--- config.mk ---
export PLATFORM = sky130hd
export DESIGN_NAME = spram_uart_dump
export DESIGN_NICKNAME = d
export VERILOG_FILES = /design/src/rtl/spram_uart_dump.sv
export SDC_FILE = /design/constraint.sdc
export NUM_CORES = 1
export LEC_CHECK = 0
export ABC_CLOCK_PERIOD_IN_PS = 2200
export CAP_MARGIN = 20
export CORE_MARGIN = 2
export CORE_UTILIZATION = 46
export DETAILED_ROUTE_END_ITERATION = 10
export GPL_TIMING_DRIVEN = 0
export PLACE_DENSITY = 0.84
export SLEW_MARGIN = 20
export SYNTH_ARGS = -nofsm -noshare
export SYNTH_HDL_FRONTEND = slang
export SYNTH_SLANG_ARGS = --single-unit
--- constraint.sdc ---
create_clock -name clk -period 2.2 [get_ports clk]
set_input_delay 0.44 -clock clk [delete_from_list [all_inputs] [get_ports clk]]
set_output_delay 0.44 -clock clk [all_outputs]
set_load 0.02 [all_outputs]
--- src/rtl/spram_uart_dump.sv ---
// ============================================================================
// Module   : spram_uart_dump
// Brief    : Reads 16-bit SPRAM words and paces them out as UART bytes, hi first.
// Revision : 1.0 - initial release
// ============================================================================
`default_nettype none

module spram_uart_dump #(
  parameter int BIT_WIDTH     = 11,
  parameter int BAUD_RATE     = 4000000,
  parameter int CLOCK_FREQ_HZ = 40000000,
  parameter int RD_LAT        = 2
) (
  input  logic        clk,
  input  logic        rst,
  input  logic        start,
  input  logic [15:0] base_addr,
  input  logic [15:0] word_count,
  output logic [15:0] ram_addr,
  input  logic [15:0] ram_data,
  output logic        ram_own,
  output logic        send,
  output logic [7:0]  tx_data,
  output logic        busy,
  output logic        done
);

  localparam int C_BYTE_CYCLES = BIT_WIDTH * CLOCK_FREQ_HZ / BAUD_RATE;
  localparam int C_CW          = $clog2(C_BYTE_CYCLES + 1);

  // A counter loaded with N-1 expires exactly N edges after the load.
  localparam logic [C_CW-1:0] C_RD_LOAD  = C_CW'(RD_LAT - 1);
  localparam logic [C_CW-1:0] C_GAP_LOAD = C_CW'(C_BYTE_CYCLES - 1);
  localparam logic [C_CW-1:0] C_PRE_LOAD = C_CW'(C_BYTE_CYCLES - RD_LAT - 1);

  generate
    if (C_BYTE_CYCLES <= RD_LAT + 1 || RD_LAT < 1) begin : g_param_check
      $error("spram_uart_dump: BYTE_CYCLES must exceed RD_LAT+1 and RD_LAT must be >= 1");
    end
  endgenerate

  typedef enum logic [2:0] {
    S_IDLE    = 3'd0,
    S_RD_WAIT = 3'd1,
    S_GAP_HI  = 3'd2,
    S_GAP_LO  = 3'd3,
    S_FIN     = 3'd4
  } state_t;

  state_t          r_state, w_state;
  logic [C_CW-1:0] r_cnt,   w_cnt;
  logic [15:0]     r_rem,   w_rem;
  logic [15:0]     r_addr,  w_addr;
  logic [15:0]     r_word,  w_word;
  logic [7:0]      r_tx,    w_tx;
  logic            r_send,  w_send;
  logic            r_busy,  w_busy;
  logic            r_own,   w_own;
  logic            r_done,  w_done;

  always_comb begin
    w_state = r_state;
    w_cnt   = r_cnt;
    w_rem   = r_rem;
    w_addr  = r_addr;
    w_word  = r_word;
    w_tx    = r_tx;
    w_send  = 1'b0;
    w_busy  = r_busy;
    w_own   = r_own;
    w_done  = 1'b0;
    case (r_state)
      S_IDLE: begin
        if (start) begin
          w_rem = word_count;
          if (word_count == 16'd0) begin
            w_state = S_FIN;
          end else begin
            w_addr  = base_addr;
            w_busy  = 1'b1;
            w_own   = 1'b1;
            w_cnt   = C_RD_LOAD;
            w_state = S_RD_WAIT;
          end
        end
      end
      S_RD_WAIT: begin
        if (r_cnt == '0) begin
          w_word  = ram_data;
          w_tx    = ram_data[15:8];
          w_send  = 1'b1;
          w_cnt   = C_GAP_LOAD;
          w_state = S_GAP_HI;
        end else begin
          w_cnt = r_cnt - 1'b1;
        end
      end
      S_GAP_HI: begin
        if (r_cnt == '0) begin
          w_tx    = r_word[7:0];
          w_send  = 1'b1;
          // Words after this one need the address early so the read lands on time.
          w_cnt   = (r_rem > 16'd1) ? C_PRE_LOAD : C_GAP_LOAD;
          w_state = S_GAP_LO;
        end else begin
          w_cnt = r_cnt - 1'b1;
        end
      end
      S_GAP_LO: begin
        if (r_cnt == '0) begin
          if (r_rem > 16'd1) begin
            w_addr  = r_addr + 16'd1;
            w_rem   = r_rem - 16'd1;
            w_cnt   = C_RD_LOAD;
            w_state = S_RD_WAIT;
          end else begin
            w_rem   = 16'd0;
            w_done  = 1'b1;
            w_busy  = 1'b0;
            w_own   = 1'b0;
            w_state = S_IDLE;
          end
        end else begin
          w_cnt = r_cnt - 1'b1;
        end
      end
      S_FIN: begin
        w_done  = 1'b1;
        w_state = S_IDLE;
      end
      default: w_state = S_IDLE;
    endcase
  end

  always_ff @(posedge clk) begin
    if (rst) begin
      r_state <= S_IDLE;
      r_cnt   <= '0;
      r_rem   <= '0;
      r_addr  <= '0;
      r_word  <= '0;
      r_tx    <= '0;
      r_send  <= 1'b0;
      r_busy  <= 1'b0;
      r_own   <= 1'b0;
      r_done  <= 1'b0;
    end else begin
      r_state <= w_state;
      r_cnt   <= w_cnt;
      r_rem   <= w_rem;
      r_addr  <= w_addr;
      r_word  <= w_word;
      r_tx    <= w_tx;
      r_send  <= w_send;
      r_busy  <= w_busy;
      r_own   <= w_own;
      r_done  <= w_done;
    end
  end

  assign ram_addr = r_addr;
  assign ram_own  = r_own;
  assign send     = r_send;
  assign tx_data  = r_tx;
  assign busy     = r_busy;
  assign done     = r_done;

endmodule

`default_nettype wire

==> qor_table.md <==
| Group | Quantity | Value |
|:---|:---|:---|
| floorplanning | Vertical die dimension | 93.0 um |
| setup path | Startpoint class of the critical path | flip-flop |
| synth | Synth top area cells | sky130_fd_sc_hd__dfxtp_1 (34%), sky130_fd_sc_hd__nor2_1 (5.3%), sky130_fd_sc_hd__mux2i_1 (4.4%) |
| setup path | Setup CP Type | reg -> reg |
| cells and area | Fraction of final layout cells sized beyond drive strength 1 | 0.197 |
| timing | Setup Viol. Count Final | 4 |
| clock tree | Hold Buf Count CTS | 0 |
| setup path | Worst reg-to-reg path cell count | 6 |
| placement | Port buffer count | 77 |
| timing | Slew headroom | 0.489 |
| synth | Distinct cells, synth | 75 |
| setup path | CP top delay family | buffers and inverters |
| synth | Proportion of register bits with asynchronous set or reset after synthesis | 0 |
| detailed routing | DRC violations left | 0 |
| power | Clock share of power | 0.144 |
| detailed routing | ANT nets after route | 0 |
| detailed routing | Violation count after the first detailed-routing iteration | 503 |
| timing | Max-slew violations | 0 |
| clock tree | H-tree depth | 3 |
| placement | Routability congestion estimate | 0.917 |
| cells and area | Count of antenna diodes in the layout | 0 |
| worst hold path | Worst Hold Path Cells | 2 |
| power | Max VDD drop | 0.817 mV |
| detailed routing | Total number of vias | 4168 |
| cells and area | Final design utilization | 0.667 |
| setup path | Critical path data arrival time | 2.50 ns |
| clock tree | Latest clock arrival within the worst-skew pair | 0.37 ns |
| timing | Total negative setup slack | -0.136 ns |
| setup path | Number of buffer and inverter instances along the worst setup path | 2 |
| power | Internal Dissipation | 3.45 mW |
| setup path | Cells along the critical path | nand3b_1 > clkbuf_2 > buf_2 > a21oi_1 > o311ai_4 > o41ai_2 |
| timing | Worst clock skew | 0.0169 ns |
| timing | Transition time at the pin with the least slew margin | 0.766 ns |
| placement | Setup WS pre-CTS | -0.624 ns |
| clock tree | Master cell of the clock root buffer | sky130_fd_sc_hd__clkbuf_8 |
| grt | Global-route wire length before repair | 19.1 mm |
| floorplanning | Full die area | 8650 um^2 |
| clock tree | CTS sink count | 61 |
| flow run | Max Cap Viol | 0 |
| floorplanning | Total I/O pin count | 79 |
| synth | Seq cells post-synth | 61 |
| worst hold path | Hold Crit Start | ram_own$_SDFFE_PP0P_ |
| synth | Synth warnings | 0 |
| synth | Number of instances in the synthesized netlist | 439 |
| clock tree | Clock slew seen by the registers of the worst setup and hold paths | 0.09 ns |
| timing | Period Utilization, post-route | 1.03 |
| floorplanning | Number of standard-cell rows in the floorplan | 32 |
| timing | Fmax | 0.441 GHz |
| cells and area | Combined area of the multi-input logic cells | 2410 um^2 |
| power | Pleak | 1.84 nW |
| placement | Detailed placer's ending HPWL | 8.14 mm |
| synth | Leading cell types by count after synthesis | sky130_fd_sc_hd__dfxtp_1 (61), sky130_fd_sc_hd__nor2_1 (51), sky130_fd_sc_hd__nand2_1 (40) |
| cells and area | Layout-stage area growth over the synthesis result | 40.6% |
| cells and area | Fillers | 616 |
| timing | Least setup slack across all paths after layout | -0.0689 ns |
| detailed routing | Vias per cell | 6.37 |
| outcome | Violated checks | setup timing |
| grt | Initial antenna violation count | 0 |
| power | Switching power | 2.99 mW |
| setup path | Biggest cell delay along the critical path | 0.52 ns |
| synth | Most numerous cell in the Yosys netlist | sky130_fd_sc_hd__dfxtp_1 |
| power | Areal power density over the cells | 1260 nW/um^2 |
| timing | Final hold violations | 0 |
| power | Switching part of the total | 0.465 |
| synth | Top-area cell type share of the netlist area | 0.335 |
| detailed routing | Final wirelength | 12.3 mm |
| power | Proportion of power drawn by combinational gates | 0.575 |
| clock tree | Total clock buffers created by CTS | 9 |
| grt | Global route overflow | 0 |
| timing | RSZ-0062 raised after global routing | yes |
| detailed routing | Total iterations of the first detailed-routing run | 6 |
| synth | Synth Area per Inst | 8.30 um^2 |
| worst hold path | Sink of the worst hold path | ram_own$_SDFFE_PP0P_ |
| synth | Leading area contributor after synthesis | sky130_fd_sc_hd__dfxtp_1 |
| timing | Hold Worst Slack | 0.499 ns |
| synth | Number of nets produced by synthesis | 495 |
| grt | Global-route usage over all layers | 0.275 |
| power | Sequential cell fraction of total power | 0.281 |
| worst hold path | Classification of the worst-slack hold path | reg -> reg |
| grt | Pin count of the biggest net entering global routing | 13 |
| cells and area | Register area | 1230 um^2 |
| clock tree | Clock tree from TritonCTS | yes |
| setup path | Worst r2r src | r_state[2]$_SDFFE_PP0P_ |
| setup path | Endpoint kind of the worst setup timing path | flip-flop |
| cells and area | Net count reported at finish | 603 |
| setup path | Worst-path cell with the longest stage delay | sky130_fd_sc_hd__dfxtp_1 |
| grt | Number of global-route vias before repair | 3974 |
| floorplanning | X dimension of the die | 93.0 um |
| detailed routing | Routed len/inst | 18.9 um |
| outcome | Status | finished with violations |
| synth | Count of flip-flops with a built-in enable after synthesis | 0 |
| floorplanning | Starting utilization of the core area | 0.474 |
| synth | Part of the Yosys area used for sequential elements | 0.335 |
| setup path | Critical Path Fanout Max | 10 |
| synth | Netlist area before placement | 3640 um^2 |
| synth | Primary FF master, synth | sky130_fd_sc_hd__dfxtp_1 |
| clock tree | Buffer depth of the longest clock path | 2 |
| setup path | Flop2flop setup slack | -0.07 ns |
| setup path | Capture instance of the worst register-to-register path | ram_addr[12]$_SDFFE_PP0P_ |
| timing | Final Critical Period | 2.27 ns |
| floorplanning | Placeable Area | 7690 um^2 |
| setup path | Required time of the critical path | 2.43 ns |
## worst max-delay path by stage
stage | startpoint | end | slack [ns] | cells after the start
after floorplan | ram_addr[2]$_SDFFE_PP0P_ | ram_addr[15]$_SDFFE_PP0P_ | 0.08 | 6
after global placement | word_count[3] | ram_addr[0]$_SDFFE_PP0P_ | -0.61 | 7
after detailed placement | word_count[3] | ram_addr[0]$_SDFFE_PP0P_ | -0.62 | 7
after CTS | r_cnt[1]$_SDFFE_PP0P_ | ram_addr[10]$_SDFFE_PP0P_ | 0.006 | 10
after global routing | r_cnt[0]$_SDFFE_PP0P_ | ram_addr[14]$_SDFFE_PP0P_ | -0.1 | 9
final | r_state[2]$_SDFFE_PP0P_ | ram_addr[12]$_SDFFE_PP0P_ | -0.07 | 6
## per-stage QoR
step / total power [mW] / std cells / area (um^2)
after detailed placement: 4.96 / 618 / 4540
after CTS: 6.10 / 648 / 4930
final: 6.44 / 654 / 5120
after global placement: 4.87 / 618 / 4540
after floorplan: 3.97 / 439 / 3640
after global routing: 6.79 / 654 / 5120
## worst register-to-register path: cells and delay by family, from the launching register on
kind	cells	cell delay, ns
AOI/OAI and AO/OA	3	0.56
buffers and inverters	2	0.63
DFF	1	0.52
and+or+nand+nor	1	0.43
## timing repair
action,CTS,global route
setup endpoints to repair,44,50
pin swaps,6,21
buffers inserted,13,6
endpoints found under the hold margin,0,0
gates cloned,1,0
gates resized for setup,26,35
## kinds of logic after synthesis
kind of cell               share of synthesized area
and+or+nand+nor                                0.252
AOI/OAI and AO/OA                              0.286
DFF                                            0.335
buffers and inverters                         0.0563
muxes                                         0.0440
adders and majority gates                     0.0172
xor gates and xnor gates                     0.00962
## power by group through the flow
stage | clock network [mW] | registers (mW) | logic (mW)
6_report | 0.928 | 1.81 | 3.70
5_1_grt | 0.977 | 1.85 | 3.96
4_1_cts | 0.917 | 1.77 | 3.41
3_5_place_dp | 0 | 1.78 | 3.18
3_3_place_gp | 0 | 1.77 | 3.10
2_1_floorplan | 0 | 1.91 | 2.06
## layer usage
metal	GRT usage	wire length, um	vias up
met5	0	0	-
met3	0.0459	1190	48
met4	0.105	355	0
li1	-	-	1900
met1	0.352	4790	1931
met2	0.464	5990	289
## registers in the layout, indices dropped and copies added, names as in the netlist
register  count
done          1
r_cnt         7
r_rem        16
r_state       3
r_word        8
ram_addr     16
ram_own       1
send          1
tx_data       8
## placed cells by master, fill, tap and decap left out, types with 4 or more instances in the layout
| master | synthesis | layout |
|---|---|---|
| sky130_fd_sc_hd__mux2i_1 | 16 | 16 |
| sky130_fd_sc_hd__o32ai_1 | 8 | 8 |
| sky130_fd_sc_hd__a32o_1 | 7 | 7 |
| sky130_fd_sc_hd__buf_2 | 5 | 5 |
| sky130_fd_sc_hd__a211oi_1 | 13 | 12 |
| sky130_fd_sc_hd__a31oi_1 | 10 | 10 |
| sky130_fd_sc_hd__dfxtp_1 | 61 | 56 |
| sky130_fd_sc_hd__buf_6 | 3 | 10 |
| sky130_fd_sc_hd__nor4_1 | 11 | 10 |
| sky130_fd_sc_hd__nor2_1 | 51 | 51 |
| sky130_fd_sc_hd__clkbuf_8 | 0 | 9 |
| sky130_fd_sc_hd__buf_4 | 3 | 15 |
| sky130_fd_sc_hd__o21ai_0 | 19 | 18 |
| sky130_fd_sc_hd__clkbuf_1 | 15 | 10 |
| sky130_fd_sc_hd__a22oi_1 | 7 | 6 |
| sky130_fd_sc_hd__nand2_2 | 0 | 4 |
| sky130_fd_sc_hd__clkinv_4 | 0 | 4 |
| sky130_fd_sc_hd__clkbuf_2 | 0 | 5 |
| sky130_fd_sc_hd__clkdlybuf4s50_1 | 0 | 77 |
| sky130_fd_sc_hd__nor3_1 | 13 | 11 |
| sky130_fd_sc_hd__a21oi_1 | 27 | 25 |
| sky130_fd_sc_hd__nand3_1 | 16 | 16 |
| sky130_fd_sc_hd__nand2_1 | 40 | 36 |
| sky130_fd_sc_hd__inv_1 | 17 | 15 |
| sky130_fd_sc_hd__o21a_1 | 4 | 4 |
| sky130_fd_sc_hd__dfxtp_2 | 0 | 5 |
| sky130_fd_sc_hd__nand4_1 | 7 | 7 |
## final cells by class
class | count | share of cell area
Sequential cell | 61 | 0.240
Buffer | 27 | 0.0325
Clock inverter | 7 | 0.0103
Tap cell | 102 | 0.0249
Inverter | 17 | 0.0125
Clock buffer | 9 | 0.0242
Timing Repair Buffer | 97 | 0.186
Multi-Input combinational cell | 334 | 0.470
No activity file was read; power rests on OpenSTA's default activity.
